--- src/rtl/sb_pkg.sv ---
// Shared types for the store buffer: buffered entry layout, drain FSM
// state encoding and the "no bytes enabled" constant.
package sb_pkg;

  // Word-address field width for a 32-bit byte address space.
  localparam int SB_WADDR_W = 30;

  // A store with no byte lanes enabled completes its handshake but is dropped.
  localparam logic [3:0] BYTEEN_NONE = 4'b0000;

  typedef enum logic {
    SB_IDLE = 1'b0,
    SB_BUSY = 1'b1
  } sb_state_e;

  // One buffered store: word address, lane-aligned data, byte enables.
  typedef struct packed {
    logic [SB_WADDR_W-1:0] waddr;
    logic [31:0]           wdata;
    logic [3:0]            byteen;
  } sb_entry_t;

endpackage

--- src/rtl/store_buffer_ctrl_if.sv ---
// Pipeline-side and memory-side signals of the store buffer.
//
// Handshakes:
//   store : a store transfers on a rising edge where st_valid && st_ready.
//           st_ready depends only on registered occupancy.
//   memory: mem_req/mem_addr/mem_wdata/mem_byteen stay stable from the
//           first request cycle until the edge where mem_req && mem_ack;
//           that edge completes the write. mem_ack without mem_req is ignored.
//   load  : ld_stall is a combinational reply to ld_valid/ld_addr.
interface store_buffer_ctrl_if #(
  parameter int ADDR_W = 32
);
  logic              st_valid;
  logic [ADDR_W-1:0] st_addr;
  logic [31:0]       st_wdata;
  logic [3:0]        st_byteen;
  logic              st_ready;
  logic              ld_valid;
  logic [ADDR_W-1:0] ld_addr;
  logic              ld_stall;
  logic              mem_req;
  logic [ADDR_W-1:0] mem_addr;
  logic [31:0]       mem_wdata;
  logic [3:0]        mem_byteen;
  logic              mem_ack;
  logic              empty;

  // Store buffer side.
  modport slave (
    input  st_valid, st_addr, st_wdata, st_byteen, ld_valid, ld_addr, mem_ack,
    output st_ready, ld_stall, mem_req, mem_addr, mem_wdata, mem_byteen, empty
  );

  // Pipeline / memory side.
  modport master (
    output st_valid, st_addr, st_wdata, st_byteen, ld_valid, ld_addr, mem_ack,
    input  st_ready, ld_stall, mem_req, mem_addr, mem_wdata, mem_byteen, empty
  );
endinterface

--- src/rtl/store_buffer_ctrl_fifo.sv ---
// In-order storage for buffered stores. Keeps pointers, occupancy and a
// valid bit per slot, and exposes every slot for the load address compare.
module store_buf_fifo
  import sb_pkg::*;
#(
  parameter int DEPTH = 4
) (
  input  logic                     clk,
  input  logic                     rst_n_i,
  input  logic                     push_i,
  input  sb_entry_t                push_entry_i,
  input  logic                     pop_i,
  output sb_entry_t [DEPTH-1:0]    entries_o,
  output logic [DEPTH-1:0]         valid_o,
  output logic [$clog2(DEPTH):0]   count_o,
  output sb_entry_t                head_o,
  output sb_entry_t                next_o
);
  localparam int PW = $clog2(DEPTH);
  localparam int CW = PW + 1;

  sb_entry_t [DEPTH-1:0] mem_q;
  logic [DEPTH-1:0]      valid_q, valid_d;
  logic [PW-1:0]         rptr_q, wptr_q;
  logic [CW-1:0]         count_q, count_d;

  // Next occupancy and slot-valid bits from this cycle's push/pop.
  always_comb begin
    count_d = count_q;
    valid_d = valid_q;
    if (push_i && !pop_i) count_d = count_q + CW'(1);
    if (pop_i && !push_i) count_d = count_q - CW'(1);
    if (pop_i)  valid_d[rptr_q] = 1'b0;
    if (push_i) valid_d[wptr_q] = 1'b1;
  end

  // Storage, pointers (wrap by natural overflow of a power-of-two range), count.
  always_ff @(posedge clk or negedge rst_n_i) begin
    if (!rst_n_i) begin
      mem_q   <= '0;
      valid_q <= '0;
      rptr_q  <= '0;
      wptr_q  <= '0;
      count_q <= '0;
    end else begin
      if (push_i) begin
        mem_q[wptr_q] <= push_entry_i;
        wptr_q        <= wptr_q + PW'(1);
      end
      if (pop_i) rptr_q <= rptr_q + PW'(1);
      valid_q <= valid_d;
      count_q <= count_d;
    end
  end

  assign entries_o = mem_q;
  assign valid_o   = valid_q;
  assign count_o   = count_q;
  assign head_o    = mem_q[rptr_q];
  assign next_o    = mem_q[rptr_q + PW'(1)];

endmodule

--- src/rtl/store_buffer_ctrl.sv ---
// Store buffer controller: absorbs M-stage stores into a small FIFO, drains
// them one at a time over a req/ack memory bus, and stalls loads that hit a
// word still pending in the buffer.
module store_buffer_ctrl
  import sb_pkg::*;
#(
  parameter int DEPTH  = 4,
  parameter int ADDR_W = 32
) (
  input  logic                    clk,
  input  logic                    reset,
  store_buffer_ctrl_if.slave      sb,
  output sb_state_e               dbg_state_o,
  output logic [$clog2(DEPTH):0]  dbg_count_o
);
  localparam int CW = $clog2(DEPTH) + 1;

  sb_entry_t [DEPTH-1:0] entries;
  logic [DEPTH-1:0]      valid;
  logic [CW-1:0]         count;
  sb_entry_t             head, next, follow, push_entry;
  logic                  push, pop, hit;

  sb_state_e             state_q;
  logic                  mem_req_q;
  logic [ADDR_W-3:0]     mem_waddr_q;
  logic [31:0]           mem_wdata_q;
  logic [3:0]            mem_byteen_q;

  // Accept whenever not full (registered count); drop stores with no lanes.
  assign sb.st_ready = (count < CW'(DEPTH));
  assign push        = sb.st_valid && sb.st_ready && (sb.st_byteen != BYTEEN_NONE);
  assign pop         = (state_q == SB_BUSY) && sb.mem_ack;

  assign push_entry = '{waddr:  SB_WADDR_W'(sb.st_addr[ADDR_W-1:2]),
                        wdata:  sb.st_wdata,
                        byteen: sb.st_byteen};

  // Entry presented after a pop: the second-oldest if one exists, otherwise
  // the store being written this very cycle into the slot behind the head.
  assign follow = (count > CW'(1)) ? next : push_entry;

  store_buf_fifo #(.DEPTH(DEPTH)) u_fifo (
    .clk          (clk),
    .rst_n_i      (reset),
    .push_i       (push),
    .push_entry_i (push_entry),
    .pop_i        (pop),
    .entries_o    (entries),
    .valid_o      (valid),
    .count_o      (count),
    .head_o       (head),
    .next_o       (next)
  );

  // Drain FSM with registered bus outputs; back-to-back requests when more
  // entries remain after an ack.
  always_ff @(posedge clk or negedge reset) begin
    if (!reset) begin
      state_q      <= SB_IDLE;
      mem_req_q    <= 1'b0;
      mem_waddr_q  <= '0;
      mem_wdata_q  <= '0;
      mem_byteen_q <= '0;
    end else begin
      case (state_q)
        SB_IDLE: begin
          if (count != '0) begin
            state_q      <= SB_BUSY;
            mem_req_q    <= 1'b1;
            mem_waddr_q  <= head.waddr[ADDR_W-3:0];
            mem_wdata_q  <= head.wdata;
            mem_byteen_q <= head.byteen;
          end
        end
        SB_BUSY: begin
          if (sb.mem_ack) begin
            if ((count > CW'(1)) || push) begin
              mem_waddr_q  <= follow.waddr[ADDR_W-3:0];
              mem_wdata_q  <= follow.wdata;
              mem_byteen_q <= follow.byteen;
            end else begin
              state_q      <= SB_IDLE;
              mem_req_q    <= 1'b0;
              mem_waddr_q  <= '0;
              mem_wdata_q  <= '0;
              mem_byteen_q <= '0;
            end
          end
        end
        default: state_q <= SB_IDLE;
      endcase
    end
  end

  // Parallel word-address compare against every registered valid entry.
  always_comb begin
    hit = 1'b0;
    for (int i = 0; i < DEPTH; i++) begin
      if (valid[i] && (entries[i].waddr == SB_WADDR_W'(sb.ld_addr[ADDR_W-1:2])))
        hit = 1'b1;
    end
  end

  assign sb.ld_stall   = sb.ld_valid && hit;
  assign sb.mem_req    = mem_req_q;
  assign sb.mem_addr   = {mem_waddr_q, 2'b00};
  assign sb.mem_wdata  = mem_wdata_q;
  assign sb.mem_byteen = mem_byteen_q;
  assign sb.empty      = (count == '0) && (state_q == SB_IDLE);
  assign dbg_state_o   = state_q;
  assign dbg_count_o   = count;

endmodule

--- src/flat_wrapper.sv ---
// flat-port wrapper written by rule: the top's interface ports become plain ports
module store_buffer_ctrl_flat import sb_pkg::*;
#(
  parameter int DEPTH  = 4,
  parameter int ADDR_W = 32
)
  (clk, reset, dbg_state_o, dbg_count_o, sb_st_valid, sb_st_addr, sb_st_wdata, sb_st_byteen, sb_ld_valid, sb_ld_addr, sb_mem_ack, sb_st_ready, sb_ld_stall, sb_mem_req, sb_mem_addr, sb_mem_wdata, sb_mem_byteen, sb_empty);
  store_buffer_ctrl_if #(.ADDR_W(ADDR_W)) sb_i ();
  input  logic clk;
  input  logic reset;
  output sb_state_e dbg_state_o;
  output logic [$clog2(DEPTH):0] dbg_count_o;
  input wire logic [$bits(sb_i.st_valid)-1:0] sb_st_valid;
  input wire logic [$bits(sb_i.st_addr)-1:0] sb_st_addr;
  input wire logic [$bits(sb_i.st_wdata)-1:0] sb_st_wdata;
  input wire logic [$bits(sb_i.st_byteen)-1:0] sb_st_byteen;
  input wire logic [$bits(sb_i.ld_valid)-1:0] sb_ld_valid;
  input wire logic [$bits(sb_i.ld_addr)-1:0] sb_ld_addr;
  input wire logic [$bits(sb_i.mem_ack)-1:0] sb_mem_ack;
  output wire logic [$bits(sb_i.st_ready)-1:0] sb_st_ready;
  output wire logic [$bits(sb_i.ld_stall)-1:0] sb_ld_stall;
  output wire logic [$bits(sb_i.mem_req)-1:0] sb_mem_req;
  output wire logic [$bits(sb_i.mem_addr)-1:0] sb_mem_addr;
  output wire logic [$bits(sb_i.mem_wdata)-1:0] sb_mem_wdata;
  output wire logic [$bits(sb_i.mem_byteen)-1:0] sb_mem_byteen;
  output wire logic [$bits(sb_i.empty)-1:0] sb_empty;
  assign sb_i.st_valid = sb_st_valid;
  assign sb_i.st_addr = sb_st_addr;
  assign sb_i.st_wdata = sb_st_wdata;
  assign sb_i.st_byteen = sb_st_byteen;
  assign sb_i.ld_valid = sb_ld_valid;
  assign sb_i.ld_addr = sb_ld_addr;
  assign sb_i.mem_ack = sb_mem_ack;
  assign sb_st_ready = sb_i.st_ready;
  assign sb_ld_stall = sb_i.ld_stall;
  assign sb_mem_req = sb_i.mem_req;
  assign sb_mem_addr = sb_i.mem_addr;
  assign sb_mem_wdata = sb_i.mem_wdata;
  assign sb_mem_byteen = sb_i.mem_byteen;
  assign sb_empty = sb_i.empty;
  store_buffer_ctrl #(.DEPTH(DEPTH), .ADDR_W(ADDR_W)) u_core (.clk(clk), .reset(reset), .sb(sb_i), .dbg_state_o(dbg_state_o), .dbg_count_o(dbg_count_o));
endmodule
--- config.mk ---
export PLATFORM = sky130hd
export DESIGN_NAME = store_buffer_ctrl_flat
export DESIGN_NICKNAME = d
export VERILOG_FILES = /design/src/rtl/sb_pkg.sv /design/src/rtl/store_buffer_ctrl_if.sv /design/src/rtl/store_buffer_ctrl_fifo.sv /design/src/rtl/store_buffer_ctrl.sv /design/src/flat_wrapper.sv
export SDC_FILE = /design/constraint.sdc
export NUM_CORES = 1
export LEC_CHECK = 0
export ABC_AREA = 1
export CAP_MARGIN = 15
export CELL_PAD_IN_SITES_DETAIL_PLACEMENT = 1
export CELL_PAD_IN_SITES_GLOBAL_PLACEMENT = 1
export CORE_MARGIN = 4
export CORE_UTILIZATION = 35
export CTS_BUF_LIST = sky130_fd_sc_hd__clkbuf_4 sky130_fd_sc_hd__clkbuf_8 sky130_fd_sc_hd__clkbuf_16
export DETAILED_ROUTE_END_ITERATION = 8
export GPL_TIMING_DRIVEN = 0
export PLACE_DENSITY = 0.64
export SLEW_MARGIN = 40
export SYNTH_ARGS = -nofsm -noshare
export SYNTH_HDL_FRONTEND = slang
export SYNTH_SLANG_ARGS = --single-unit
--- constraint.sdc ---
create_clock -name clk -period 5.1 [get_ports clk]
set_clock_uncertainty 0.1 [all_clocks]
set_input_delay 0.765 -clock clk [delete_from_list [all_inputs] [get_ports clk]]
set_output_delay 0.765 -clock clk [all_outputs]
set_load 0.05 [all_outputs]
## Word-level counts from Yosys, hierarchy flattened

Index checks and enable logic that the tools add are counted.

| storage, ports and cells | value |
|---|---|
| bits in registers | 343 |
| bits of input ports | 105 |
| output and inout bits | 76 |
| logic and storage cells | 105 |

| operators by class | value |
|---|---|
| $add $sub $neg | 4 |
| magnitude comparators | 7 |
| eq/ne operators | 7 |
| muxes and demuxes | 40 |
| bitwise logic cells | 4 |
| reductions and logical operators | 22 |

Operators by type and width:

| kind | count |
|---|---|
| $bmux 66 s2 | 2 |
| $bwmux 264 | 1 |
| $mux 66 | 4 |
| $demux 66 s2 | 1 |
| $eq 30x30->1 | 4 |
| $mux 32 | 3 |
| $mux 30 | 3 |
| $pmux 32 s2 | 1 |
| $pmux 30 s2 | 1 |
| $mux 4 | 5 |
| $logic_and 1x1->1 | 13 |
| $mux 1 | 12 |
| $lt 2x3->1 const B | 3 |
| $pmux 4 s2 | 1 |
| $mux 3 | 2 |
| $add 2x1->2 const B | 2 |
| $and 4x4->4 | 1 |
| $demux 1 s2 | 2 |
| $ge 2x1->1 const B | 2 |
| $ne 2x2->1 const B | 2 |
| $not 4->4 | 1 |
| $or 4x4->4 | 1 |
| $pmux 1 s2 | 2 |
| $reduce_bool 4->1 | 1 |
| other kinds (13) | 14 |

## Longest topological paths before layout

| depth | value |
|---|---|
| depth in word-level cells | 9 |
| gate-level depth with buffers | 15 |
| mapped depth without buffers | 12 |

## Hierarchy

A second synthesis with hierarchy kept.

| second synthesis, totals | value |
|---|---|
| cells, all modules | 3219 |
| area total of the unflattened synthesis | 21170.3 sq um |

Modules (own cells, without submodules):

| module | times used | cells each | area an instance (sq um) | sequential area each (sq um) |
|---|---|---|---|---|
| store_buf_fifo | 1 | 2122 | 14981.9 | 6881.6 |
| store_buffer_ctrl | 1 | 1097 | 6188.4 | 1701.6 |

## Worst setup path before layout

OpenSTA, ideal clock, no wires.

| path | value |
|---|---|
| path type | in2out |
| from | in sb_ld_addr[28] |
| to | out sb_ld_stall |
| arrival time | 2.174 ns |
| data required time | 4.235 ns |
| path slack | 2.061 ns |
| stages on the path | 10 |
| path buffers | 1 |
| cells stage by stage | clkbuf_1 xnor2_1 nand2_1 nor2_1 nand2_1 nor2_1 nand2_1 nand2_1 nor2_1 nor2_1 |

| on the way | value |
|---|---|
| cells in the longest elaborated chain, start to end | 7 |
| elaborated cells on any way between the ends | 13 |
| classes of those cells | eq/ne: 4; mux: 4; reduce/logical: 5 |

Ends and longest elaborated chain:

| item | line | RTL |
|---|---|---|
| from (decl) | flat_wrapper.sv:18 | `input wire logic [$bits(sb_i.ld_addr)-1:0] sb_ld_addr;` |
| $eq 30x30->1 | store_buffer_ctrl.sv:100 | `if (valid[i] && (entries[i].waddr == SB_WADDR_W'(sb.ld_addr[ADDR_W-1:2])))` |
| $logic_and 1x1->1 | store_buffer_ctrl.sv:100 |  |
| $mux 1 (3 in a row) | store_buffer_ctrl.sv:100 |  |
| $mux 1 * | store_buffer_ctrl.sv:100 |  |
| $logic_and 1x1->1 * | store_buffer_ctrl.sv:105 | `assign sb.ld_stall = sb.ld_valid && hit;` |
| to (decl) | flat_wrapper.sv:21 | `output wire logic [$bits(sb_i.ld_stall)-1:0] sb_ld_stall;` |

Every way passes the cells marked *; elsewhere a longest branch is shown, timed or not.

## Worst setup path in the final report

| path | value |
|---|---|
| from | in sb_ld_addr[17] |
| to | out sb_ld_stall |

The elaborated chain is that of the path after synthesis.

==> metrics.md <==
| Metric | Value |
|---|---|
| Outcome | `completed` |
| Drt pass-1 iters | `5` |
| Hold WC Path Type | `in2async` |
| Non-filler instance count after layout | `3679` |
| Total GRT Usage | `0.335` |
| Clock sink total | `343` |
| Mapped Avg Cell Area | `7.39 sq um` |
| Worst skew pair latency | `0.59 ns` |
| Hold_ws | `0.0456 ns` |
| WL per Instance | `27.8 um` |
| Clk slew on worst S/H paths | `0.05 ns` |
| Clock root buffer | `clkbuf_16` |
| Final Max Tran Viols | `0` |
| Psw | `11.1 mW` |
| Core area | `55500 sq um` |
| CTS tree | `built` |
| Max Root-Sink Buffers | `3` |
| CP Class | `in2out` |
| CP cell instances | `clkdlybuf4s50_1, inv_1, nand2_1, nand2_1, inv_1, nand2_1, nor2_1, nand2_1, nor2_1, nand2_1, nand2_1, nor2_1, nor2_1, clkdlybuf4s50_1` |
| CP arrival | `3.67 ns` |
| Yosys top cell area share | `0.434` |
| Share of layout cells above drive strength 1 | `0.0843` |
| Final WL | `102000 um` |
| Post_cts resized | `0` |
| Synth unique cells | `32` |
| Clock network power share | `0.153` |
| PD cells | `859 nW/um^2` |
| Maximum vdd ir drop | `383 uV` |
| RSZ-0062 raised after global routing | `false` |
| Worst-Margin Slew | `0.965 ns` |
| DRC | `0` |
| Comb pwr share | `0.593` |
| Reg2Reg Setup Slack | `1.09 ns` |
| Max-capacitance violation count | `0` |
| Post-synthesis sequential area ratio | `0.434` |
| Post-Syn Area | `19800 sq um` |
| Port bufs | `170` |
| Power share of the sequential group | `0.254` |
| Post-Layout Inst Area | `24000 sq um` |
| Max Clk Rate | `0.221 GHz` |
| Worst-path fanout max | `5` |
| # setup viols final | `0` |
| Synthesis Warnings | `0` |
| CP max-delay cell | `clkdlybuf4s50_1` |
| Synth area leaders | `dfrtp_1, o21ai_0, nand2_1` |
| Cells after Synth | `2675` |
| Required time of the critical path | `4.24 ns` |
| Die width | `246 um` |
| Crit share post-route | `0.889` |
| Via count | `21000` |
| Fillers | `7002` |
| Pwr Total | `20.6 mW` |
| Routed Antenna Nets | `0` |
| IO Count | `181` |
| Area after DPL | `22600 sq um` |
| Critical path's largest stage delay | `0.81 ns` |
| Crit end category | `primary output` |
| Final Critical Period | `4.53 ns` |
| Slew margin rel. | `0.356` |
| Layout area overhead | `21.5%` |
| Die H | `246 um` |
| Hpwl dp | `73600 um` |
| Postcts setup bufs | `0` |
| CTS Buf Count | `43` |
| Int Pwr | `9.56 mW` |
| Setup TNS | `0 ns` |
| Crit path top cell by count | `nand2_1` |
| H-tree levels | `2` |
| Switching share of power | `0.537` |
| Largest net degree at the start of global routing | `69` |
| Starting Density | `0.356` |
| Via-per-instance ratio | `5.72` |
| Worst Reg2Reg Path Length in Cells | `12` |
| Number of global-route vias before repair | `21600` |
| Leak pwr | `10.9 nW` |
| Final Hold Fails | `0` |
| Post-placement cell count | `3600` |
| DIE AREA | `60400 sq um` |
| Global route total overflow | `0` |
| Cell taking the most area after synthesis | `dfrtp_1` |
| Startpoint types | `primary input` |
| RD Place Congestion | `0.998` |
| Most frequent cells in the layout | `nand2_1, o21ai_0, dfrtp_1` |
| CTS Hold Bufs | `0` |
| Total Nets Final | `3016` |
| DRT iter0 DRCs | `1825` |
| First-pass GRT wire length | `150000 um` |
| Rows | `86` |
| Initial antenna violation count | `2` |
| R2r endpoint | `u_core.sb.mem_byteen[2]$_DFFE_PN0P_` |
| Commonest non-fill, non-tap cell in the layout | `nand2_1` |
| Worst R2R Start | `u_core.u_fifo.rptr_q[1]$_DFFE_PN0P_` |
| Synthesized flop and latch total | `343` |
[layout make-up]
cell class,instances,area [sq um],area share
Antenna cell,1,2.50,0.000104
Buffer,190,1030,0.0431
Timing Repair Buffer,177,1860,0.0776
Multi-Input combinational cell,1875,9160,0.381
Tap cell,748,936,0.0390
Sequential cell,343,8580,0.357
Clock inverter,14,145,0.00604
Inverter,268,1010,0.0422
Clock buffer,63,1290,0.0536
[power groups by stage]
stage	logic [mW]	registers (mW)	clock network (mW)
final	12.2	5.24	3.17
after global routing	13.1	5.39	3.33
after CTS	12.1	5.20	3.20
after detailed placement	12.0	5.23	0
after global placement	11.7	5.19	0
after floorplan	6.35	5.82	0
[cells in the mapped netlist, drive strengths merged]
| cell | instances |
|---|---|
| conb | 1 |
| a21boi | 3 |
| nor2 | 210 |
| ha | 13 |
| clkbuf | 75 |
| nand2 | 562 |
| o21bai | 1 |
| nand4 | 14 |
| a21oi | 294 |
| clkinv | 1 |
| xor2 | 7 |
| xnor2 | 37 |
| o22ai | 1 |
| inv | 267 |
| dfrtp | 343 |
| o21ai | 587 |
| nand3 | 27 |
| buf | 115 |
| o211ai | 117 |
[per-stage QoR]
step	setup slack (ns)	util
floorplan	2.06	-
global placement	-12.85	0.404
detailed placement	0.563	0.407
CTS	0.557	0.432
global route	0.410	0.433
finish	0.568	0.433
[kinds of logic (layout without fill, tap and decap cells)]
group	after synthesis	after routing	share of synthesized area
flops	343	343	0.434
xor+xnor	44	44	0.0195
other cells	1	3	0.000190
buf+inv	458	712	0.103
compound gates	1003	1003	0.276
fa+ha+maj	13	13	0.00823
simple gates	813	813	0.159
[critical path, delay by kind of cell]
family	cells	cell delay [ns]
buffers and inverters	4	1.69
AND/OR/NAND/NOR	10	1.21
[worst max-delay path by stage]
stage                   startpoint                                        to  slack [ns]
floorplan           sb_ld_addr[28]                               sb_ld_stall        2.06
global placement             reset  u_core.u_fifo.entries_o[209]$_DFFE_PN0P_      -12.85
detailed placement  sb_ld_addr[17]                               sb_ld_stall        0.56
CTS                 sb_ld_addr[25]                               sb_ld_stall        0.56
global route        sb_ld_addr[27]                               sb_ld_stall        0.41
finish              sb_ld_addr[17]                               sb_ld_stall        0.57
[metal layers]
layer | part of all wire | global-route usage
met1 | 0.42 | 0.444
met2 | 0.47 | 0.552
met3 | 0.062 | 0.0436
met4 | 0.047 | 0.143
met5 | 0.000098 | 0
[state kept, by name (all words and copies together) (netlist names)]
name	cells
u_core.sb.mem_wdata	32
u_core.u_fifo.count_o	3
u_core.u_fifo.rptr_q	2
u_core.mem_waddr_q	30
u_core.sb.mem_byteen	4
u_core.u_fifo.wptr_q	2
u_core.u_fifo.valid_o	4
u_core.dbg_state_o	1
u_core.sb.mem_req	1
u_core.u_fifo.entries_o	264
No activity file was read; power rests on OpenSTA's default activity.
